**config.mk**
```make
export PLATFORM = sky130hd
export DESIGN_NAME = data_chk_lfsr
export DESIGN_NICKNAME = d
export VERILOG_FILES = /design/src/rtl/data_chk_pkg.sv /design/src/rtl/data_chk_lfsr.sv
export SDC_FILE = /design/constraint.sdc
export NUM_CORES = 1
export LEC_CHECK = 0
export ABC_AREA = 1
export CAP_MARGIN = 5
export CELL_PAD_IN_SITES_DETAIL_PLACEMENT = 0
export CELL_PAD_IN_SITES_GLOBAL_PLACEMENT = 1
export CORE_MARGIN = 2
export CORE_UTILIZATION = 34
export DETAILED_ROUTE_END_ITERATION = 8
export GPL_TIMING_DRIVEN = 0
export PLACE_DENSITY_LB_ADDON = 0.1
export RECOVER_POWER = 25
export SYNTH_ARGS = -nofsm -noshare
export SYNTH_HDL_FRONTEND = slang
export SYNTH_SLANG_ARGS = --single-unit
```
**constraint.sdc**
```tcl
create_clock -name clk -period 1.23 [get_ports clk]
set_input_delay 0.246 -clock clk [delete_from_list [all_inputs] [get_ports clk]]
set_output_delay 0.246 -clock clk [all_outputs]
set_load 0.02 [all_outputs]
```
**src/rtl/data_chk_pkg.sv**
```systemverilog
// Shared types and constants for the data_chk stream checker.
package data_chk_pkg;

  typedef enum logic [1:0] {
    IDLE = 2'd0,
    RUN  = 2'd1,
    DONE = 2'd2
  } state_t;

  localparam logic [15:0] LFSR_SEED = 16'hACE1;
  // Right-shifting Fibonacci form of x^16+x^14+x^13+x^11+1 taps bits 0,2,3,5.
  localparam logic [15:0] LFSR_TAPS = 16'h002D;

  function automatic logic lfsr_feedback(input logic [15:0] q);
    return ^(q & LFSR_TAPS);
  endfunction

endpackage

```
**src/rtl/data_chk_lfsr.sv**
```systemverilog
// 16-bit Fibonacci LFSR with enable; source of back-pressure for data_chk.
module data_chk_lfsr
  import data_chk_pkg::*;
(
  input  logic        clk,
  input  logic        rst,
  input  logic        en,
  output logic [15:0] q
);

  // LFSR state: reseeded on reset, shifts only while enabled.
  always_ff @(posedge clk or posedge rst) begin
    if (rst) begin
      q <= LFSR_SEED;
    end else if (en) begin
      q <= {lfsr_feedback(q), q[15:1]};
    end else begin
      q <= q;
    end
  end

endmodule

```
==> results of run 1 <==
routing by layer:
layer / share of wire / global-route usage / routed length (um)
met3: 0.048 / 0.0215 / 70
met2: 0.46 / 0.209 / 681
met5: 0 / 0 / 0
met1: 0.46 / 0.182 / 684
met4: 0.024 / 0.0694 / 36
placed cells by master (no fill, tap or decap):
master and instances:
nand3_1 1, inv_6 1, buf_12 1, o21ai_0 9, buf_2 4, clkdlybuf4s15_2 3
dlygate4sd3_1 1, buf_6 10, clkbuf_2 1, buf_4 8, clkbuf_1 1, dfstp_2 8
dfrtp_1 8, clkbuf_8 1, o21ai_2 2, xnor2_1 1, nor2_1 2, clkbuf_4 3
nand2_1 28, inv_1 10, o21ai_1 2
worst min-delay path by stage:
stage | end | start | depth (start not counted) | slack, ns
6_report | q[5]$_DFFE_PP1P_ | en | 2 | 0.17
5_1_grt | q[13]$_DFFE_PP1P_ | en | 2 | 0.18
4_1_cts | q[5]$_DFFE_PP1P_ | en | 2 | 0.18
3_5_place_dp | q[15]$_DFFE_PP1P_ | q[15]$_DFFE_PP1P_ | 2 | 0.47
3_3_place_gp | q[15]$_DFFE_PP1P_ | q[15]$_DFFE_PP1P_ | 2 | 0.46
2_1_floorplan | q[12]$_DFFE_PP0P_ | rst | 1 | 0.15
cells by family after synthesis:
family                    count (synthesis)
buffers and inverters                    14
xor gates and xnor gates                  1
DFF                                      16
and+or+nand+nor                          31
AOI/OAI and AO/OA                        13
power by group:
part | total, mW | switching (mW) | internal, mW
clock network | 0.353 | 0.173 | 0.181
registers | 0.754 | 0.0760 | 0.678
logic | 0.658 | 0.341 | 0.317
total | 1.76 | 0.590 | 1.18
area by class of cell:
class | count | area, um2 | area share
timing repair buffer | 26 | 223 | 0.225
buffer | 3 | 42.5 | 0.0429
clock buffer | 4 | 36.3 | 0.0366
sequential | 16 | 410 | 0.414
multi-input combinational | 45 | 199 | 0.201
inverter | 11 | 46.3 | 0.0467
tap | 27 | 33.8 | 0.0341
metrics by stage:
stage               worst slack, ns  hold slack [ns]  instances  power (mW)  TNS [ns]
floorplan                     0.241            0.154         75        1.09         0
global placement             -0.157            0.464        119        1.35     -1.09
detailed placement           -0.164            0.467        119        1.36     -1.13
CTS                         -0.0173            0.177        128        1.73   -0.0173
global route                -0.0141            0.179        132        1.88   -0.0402
finish                       0.0227            0.173        132        1.76         0
what timing repair did:
action / CTS / global route
setup endpoints to repair: 16 / 15
hold buffers: 0 / 0
resized for setup: 64 / 12
pin swaps: 0 / 0
setup buffers: 5 / 4
==> results.cfg, run 1 <==
[status]
outcome = completed

[yosys]
ys_seq_area_frac = 0.585
synthAdderAreaFrac = 0
synth_nets = 78
synth-seq-cells = 16
syn_area_um2 = 702
synth_top_area_cell = dfstp_2
synth_edf_count = 0
synth_most_common_cell = nand2_1
yosysTopAreaCellShare = 0.299
synth_cell_type_count = 13
synthMuxAreaShare = 0
syn_avg_cell_area_um2 = 9.36
postSynth.asyncResetShare = 1.00
synth_area_leaders = dfstp_2 (30%), dfrtp_1 (29%), nand2_1 (15%), inv_1 (5.3%), o21ai_0 (5.0%)
ys_top_cells_by_count = nand2_1 (28), inv_1 (10), dfrtp_1 (8), dfstp_2 (8), o21ai_0 (7)
synth_compound_area_frac = 0.109
yosys.area_share.simple = 0.168
synth_top_family_by_area = simple AND/OR/NAND/NOR gates
synthCells = 75
yosys_most_used_dff = dfstp_2
synthXorXnorAreaFrac = 0.0125
synth_warnings = 0

[critical_path]
endpoint = q[5]
worst_setup_path_start_kind = register
critPathBufInv = 1
rr_startpoint = q[5]$_DFFE_PP1P_
arrival_ns = 0.96
cp_num_cells = 1
crit_chain = buf_6
crit_start = q[5]$_DFFE_PP1P_
rrSetupSlack_ns = 0.18
r2r-end = q[15]$_DFFE_PP1P_
cpPeakStageDelay_ns = 0.56
crit_fanout = 2
cp_top_family = flip-flops
cp.required_ns = 0.98
slowest_stage = dfstp_2
end_kind = output port
r2r_cells = 7
crit_type = reg2out

[detailed_routing]
drt-initial-drc-count = 12
avgViaCountPerCell = 4.46
drc_errors = 0
wl_per_cell_um = 11.2
drt_pass1_iterations = 4
num_vias = 589
wl_um = 1470
antenna_left = 0

[final_layout]
fin_area_um2 = 991
drive_above_1_share = 0.400
top_register = q
syn2layout_area_growth_pct = 41.2
reg_top3 = q x16
num-nets-final = 109
largest_reg_flops = 16
fin_util = 0.505
fill_cells = 213
insertedDiodeCount = 0

[grt]
grt_pass1_wl_um = 2470
grt_max_degree = 17
grt.overflow.total = 0
grt_pass1_vias = 536
grt.total_usage = 0.135
antenna_found_initial = 0

[timing]
drv_slew = 0
fmax_ghz = 0.828
setup_viol = 0
min_period_ns = 1.21
post-route-period-util = 0.982
slew_headroom = 0.606
clock_skew_ns = 0.00272
rsz0062_at_grt = yes
tightest_slew_ns = 0.591
hold_viol_final = 0

[placement]
io_buffers = 17
dp_hpwl_um = 968
gp_congestion = 0.655
placed_area_um2 = 906

[power]
leakagePower_nw = 0.490
power_density_nw_per_um2 = 1780
peakVddDrop_mv = 0.892

[clocking]
clock_latency_ns = 0.29
numCtsBuffers = 3
cts_tree = yes
cts_sinks = 16
cts.htree.levels = 1
cts_root_buffer = clkbuf_4
clk_pin_slew_worst_paths_ns = 0.09
clk_path_buf_depth = 2

[die]
rows = 16
core_um2 = 1960
chipHeight_um = 49.4
die_area_um2 = 2440
start_util = 0.358
io_pins = 19
die_w_um = 49.4

[hold_path]
min_path_type = in2reg

[job]
cap_violations = 0
Power figures use the tool's default switching activity.
==> run 2: changes to the inputs <==
--- a/config.mk
+++ b/config.mk
@@ -10,7 +10,7 @@
 export CELL_PAD_IN_SITES_DETAIL_PLACEMENT = 0
 export CELL_PAD_IN_SITES_GLOBAL_PLACEMENT = 1
 export CORE_MARGIN = 2
-export CORE_UTILIZATION = 34
+export CORE_UTILIZATION = 36
 export DETAILED_ROUTE_END_ITERATION = 8
 export GPL_TIMING_DRIVEN = 0
 export PLACE_DENSITY_LB_ADDON = 0.1
==> constraint.sdc (replaced) <==
create_clock -name clk -period 1.6 [get_ports clk]
set_input_delay 0.32 -clock clk [delete_from_list [all_inputs] [get_ports clk]]
set_output_delay 0.32 -clock clk [all_outputs]
set_load 0.02 [all_outputs]
==> run 2 against run 1 <==
Core utilization up 1.5 points. Clock skew down 0.0020 ns. Largest power group unchanged. Die area down 5.1%. Critical path depth unchanged.
==> results.cfg, run 2 (same netlist as run 1, synthesis figures left out) <==
[placement]
placed_cells = 117
gp_congestion = 0.676
io_buffers = 17
dp_hpwl_um = 914

[final_layout]
num-nets-final = 100
mostFrequentLayoutCells = nand2_1 (28), dlygate4sd2_1 (12), o21ai_0 (11)
drive_above_1_share = 0.177
multi_input_comb_area_um2 = 195
final_common_cell = nand2_1
regArea_um2 = 410
insertedDiodeCount = 0
largest_reg_flops = 16
top_register = q
syn2layout_area_growth_pct = 32.1
reg_top3 = q x16
fill_cells = 183
finalNonFillerCells = 121

[die]
start_util = 0.394
rows = 15
die_area_um2 = 2320
io_pins = 19
core_um2 = 1780
die_w_um = 48.2
chipHeight_um = 48.2

[clocking]
cts.hold.buffers_added = 0
clk_path_buf_depth = 2
postCtsSetupBuffers = 0
numCtsBuffers = 3
clk_pin_slew_worst_paths_ns = 0.09
cts_root_buffer = clkbuf_4
clock_latency_ns = 0.28
cts.htree.levels = 1
cts_sinks = 16
cts_tree = yes

[detailed_routing]
avgViaCountPerCell = 4.38
wl_um = 1340
drt_pass1_iterations = 4
antenna_left = 0
wl_per_cell_um = 11.0
num_vias = 530
drt-initial-drc-count = 10
drc_errors = 0

[grt]
antenna_found_initial = 0
grt_max_degree = 17
grt.overflow.total = 0
grt.total_usage = 0.153
grt_pass1_wl_um = 2340
grt_pass1_vias = 521

[timing]
rsz0062_at_grt = no
hold_viol_final = 0
setup_viol = 0
setup_tns_ns = 0
slew_headroom = 0.598
drv_slew = 0
tightest_slew_ns = 0.603
post-route-period-util = 0.938
min_period_ns = 1.50
fmax_ghz = 0.666
clock_skew_ns = 0.000671

[critical_path]
cpPeakStageDelay_ns = 0.57
cp_top_family = flip-flops
crit_fanout = 4
cp.required_ns = 1.28
crit_type = reg2out
slowest_stage = dfstp_2
crit_chain = dlygate4sd2_1
arrival_ns = 1.18
critPathBufInv = 1
end_kind = output port
worst_setup_path_start_kind = register

[power]
finalPower_mw = 1.23
leakagePower_nw = 0.517
peakVddDrop_mv = 0.531
power_density_nw_per_um2 = 1330

[hold_path]
min_path_type = in2reg

[job]
cap_violations = 0

[status]
outcome = completed
==> run 2: changes by cell type in the layout (fill, tap and decap cells not counted), moves of 2 or more <==
cell,change
buf_2,-4
buf_4,-8
buf_6,-8
clkdlybuf4s15_2,-3
dlygate4sd2_1,+12
dlymetal6s2s_1,+4
o21ai_0,+2
==> run 2: final timing paths <==
path / start / to / slack (ns) / cells after the start
hold reg to reg: q[11]$_DFFE_PP1P_ / q[10]$_DFFE_PP1P_ / 0.48 / 2
setup / recovery: q[0]$_DFFE_PP1P_ / q[0] / 0.1 / 1
min in group asynchronous: rst / q[4]$_DFFE_PP0P_ / 0.40 / 2
max in group asynchronous: rst / q[12]$_DFFE_PP0P_ / 0.82 / 2
hold / removal: en / q[0]$_DFFE_PP1P_ / 0.26 / 2
setup reg to reg: q[5]$_DFFE_PP1P_ / q[15]$_DFFE_PP1P_ / 0.62 / 5
==> run 2: cell type report <==
| cell class | instances | share of cell area |
|---|---|---|
| multi-input cells | 45 | 0.211 |
| plain buffers | 3 | 0.0459 |
| inverters | 11 | 0.0499 |
| clock buffers | 4 | 0.0391 |
| flip-flops and latches | 16 | 0.443 |
| repair buffers | 17 | 0.178 |
| well taps | 25 | 0.0337 |
==> run 2: timing repair <==
action | CTS | global route
hold endpoints to repair | 0 | 0
endpoints found under the setup margin | 12 | 4
pin swaps | 0 | 0
resized for setup | 12 | 4
==> run 2: worst register-to-register path: cells and delay by family (launching register included) <==
family / cells / cell delay (ns)
and+or+nand+nor: 5 / 0.37
DFF: 1 / 0.56
==> run 2: through the flow <==
stage                     setup slack [ns]   util  cell area, um2  hold WS [ns]
after floorplan                      0.611      -             702         0.228
after global placement               0.139  0.507             903         0.465
after detailed placement             0.138  0.507             903         0.472
after CTS                          0.00287  0.519             925         0.256
after global routing                0.0352  0.520             927         0.246
final                               0.0990  0.520             927         0.256
==> run 2: report_power, final <==
part | switching, mW | total [mW] | internal (mW)
Combinational | 0.228 | 0.384 | 0.156
Clock | 0.126 | 0.265 | 0.138
Sequential | 0.0632 | 0.585 | 0.521
==> run 2: metal layers <==
metal / up-vias / wire (um) / track usage
met5: - / 0 / 0
met4: 0 / 36 / 0.0973
met2: 15 / 607 / 0.242
li1: 271 / - / -
met3: 4 / 51 / 0.0333
met1: 240 / 642 / 0.189
==> run 3: changes to the inputs <==
--- a/config.mk
+++ b/config.mk
@@ -10,7 +10,7 @@
 export CELL_PAD_IN_SITES_DETAIL_PLACEMENT = 0
 export CELL_PAD_IN_SITES_GLOBAL_PLACEMENT = 1
 export CORE_MARGIN = 2
-export CORE_UTILIZATION = 36
+export CORE_UTILIZATION = 34
 export DETAILED_ROUTE_END_ITERATION = 8
 export GPL_TIMING_DRIVEN = 0
 export PLACE_DENSITY_LB_ADDON = 0.1
==> constraint.sdc (replaced) <==
create_clock -name clk -period 1.55 [get_ports clk]
set_input_delay 0.31 -clock clk [delete_from_list [all_inputs] [get_ports clk]]
set_output_delay 0.31 -clock clk [all_outputs]
set_load 0.02 [all_outputs]
==> run 3 against run 2 <==
Global-route usage fell by 2.5 points. Die area grew 5.4%. Clock skew barely moved. Non-clock buffer count stayed put. Clock power up 6%. First-iteration DRC count grew 30%. Hold slack got worse by 0.023 ns. Power grew 2.6%. Via count is 4.2% higher. Highest routed layer unchanged. Largest cell class unchanged.
==> results.cfg, run 3 (same netlist as run 1, synthesis figures left out) <==
[critical_path]
crit_fanout = 4
crit_chain = dlygate4sd2_1
cp.required_ns = 1.24
crit_start = q[0]$_DFFE_PP1P_
r2r-end = q[15]$_DFFE_PP1P_
crit_type = reg2out
rrSetupSlack_ns = 0.60
r2r_cells = 6
end_kind = output port
slowest_stage = dfstp_2
critPathBufInv = 1
endpoint = q[0]
worst_setup_path_start_kind = register
cp_top_family = flip-flops
rr_startpoint = q[0]$_DFFE_PP1P_
cp_num_cells = 1
arrival_ns = 1.19
cpPeakStageDelay_ns = 0.57

[power]
power_frac_comb = 0.305
p_int_uw = 828
power_density_nw_per_um2 = 1380
p_sw_frac = 0.345
seqPwrFrac = 0.474
finalPower_mw = 1.27
leakagePower_nw = 0.468
switching_power_uw = 437
peakVddDrop_mv = 0.673
p_clk_frac = 0.222

[die]
die_area_um2 = 2440
die_w_um = 49.4
core_um2 = 1960
rows = 16
io_pins = 19
start_util = 0.358
chipHeight_um = 49.4

[final_layout]
reg_top3 = q x16
top_register = q
largest_reg_flops = 16
drive_above_1_share = 0.156
fin_area_um2 = 916
fill_cells = 212
fin_util = 0.467
final_common_cell = nand2_1
finalNonFillerCells = 123
num-nets-final = 100
insertedDiodeCount = 0
mostFrequentLayoutCells = nand2_1 (28), dlygate4sd2_1 (15), o21ai_0 (11)
syn2layout_area_growth_pct = 30.5

[detailed_routing]
wl_met3_um = 63
avgViaCountPerCell = 4.49
antenna_left = 0
drt-met1-wl_um = 662
met2_length_um = 609
wl_per_cell_um = 11.2
drc_errors = 0
drt-initial-drc-count = 13
num_vias = 552
wl_um = 1370
top_layer = met4
drt_pass1_iterations = 4

[timing]
setup_tns_ns = 0
hold_slack_ns = 0.233
slew_headroom = 0.607
rsz0062_at_grt = no
setup_slack_ns = 0.0459
tightest_slew_ns = 0.589
setup_viol = 0
min_period_ns = 1.50
hold_viol_final = 0
fmax_ghz = 0.665
drv_slew = 0
clock_skew_ns = 0.000796
post-route-period-util = 0.970

[grt]
grt.overflow.total = 0
grt_max_degree = 17
grt.total_usage = 0.129
antenna_found_initial = 0
grt_pass1_vias = 517
grt_pass1_wl_um = 2350

[clocking]
cts.hold.buffers_added = 0
cts_tree = yes
cts.htree.levels = 1
numCtsBuffers = 3
clk_pin_slew_worst_paths_ns = 0.09
cts_root_buffer = clkbuf_4
clock_latency_ns = 0.29
cts_sinks = 16
postCtsSetupBuffers = 0
clk_path_buf_depth = 2

[placement]
placed_area_um2 = 906
io_buffers = 17
placed_cells = 119
gp_congestion = 0.655
dp_hpwl_um = 968
preCtsSetupSlack_ns = 0.0925

[status]
outcome = completed

[job]
cap_violations = 0

[hold_path]
min_path_type = in2reg
## run 3: cell count changes in the layout (fill, tap and decap cells not counted), sizes merged
cell and change:
dlygate4sd2 +3, dlymetal6s2s -4, clkdlybuf4s15 +1
## run 3: worst reg2reg max path, stage by stage (launching register included)
cell,delay (ns)
dfstp_2,0.57
inv_1,0.05
nand2_1,0.05
nand2_1,0.05
nand2_1,0.06
nand3_1,0.07
nand2_1,0.06
## run 3: per-layer routing
metal  vias up  global-route usage
met5         -                   0
met3         5              0.0245
met4         0              0.0694
met1       261               0.172
met2        15               0.196
li1        271                   -
## run 3: cell type report
class	instances	area (um2)	area share
plain buffers	3	42.5	0.0464
multi-input cells	45	195	0.213
well taps	27	33.8	0.0369
repair buffers	17	151	0.165
flip-flops and latches	16	410	0.448
inverters	11	46.3	0.0505
clock buffers	4	36.3	0.0396
## run 3: worst min path at each step
stage	endpoint	cells after the start	startpoint
floorplan	q[12]$_DFFE_PP0P_	1	rst
global placement	q[15]$_DFFE_PP1P_	2	q[15]$_DFFE_PP1P_
detailed placement	q[15]$_DFFE_PP1P_	2	q[15]$_DFFE_PP1P_
CTS	q[5]$_DFFE_PP1P_	2	en
global route	q[13]$_DFFE_PP1P_	2	en
finish	q[5]$_DFFE_PP1P_	2	en
## run 3: power by group through the flow
| stage | clock, mW | sequential, mW | combinational [mW] |
|---|---|---|---|
| 4_1_cts | 0.286 | 0.604 | 0.402 |
| 3_5_place_dp | 0 | 0.614 | 0.463 |
| 5_1_grt | 0.307 | 0.618 | 0.427 |
| 3_3_place_gp | 0 | 0.611 | 0.460 |
| 6_report | 0.280 | 0.599 | 0.386 |
| 2_1_floorplan | 0 | 0.720 | 0.145 |
## run 3: what timing repair did
| item | in CTS | in global routing |
|---|---|---|
| resized for setup | 16 | 1 |
| gates cloned | 0 | 0 |
| hold endpoints to repair | 0 | 0 |
| setup endpoints to repair | 16 | 1 |
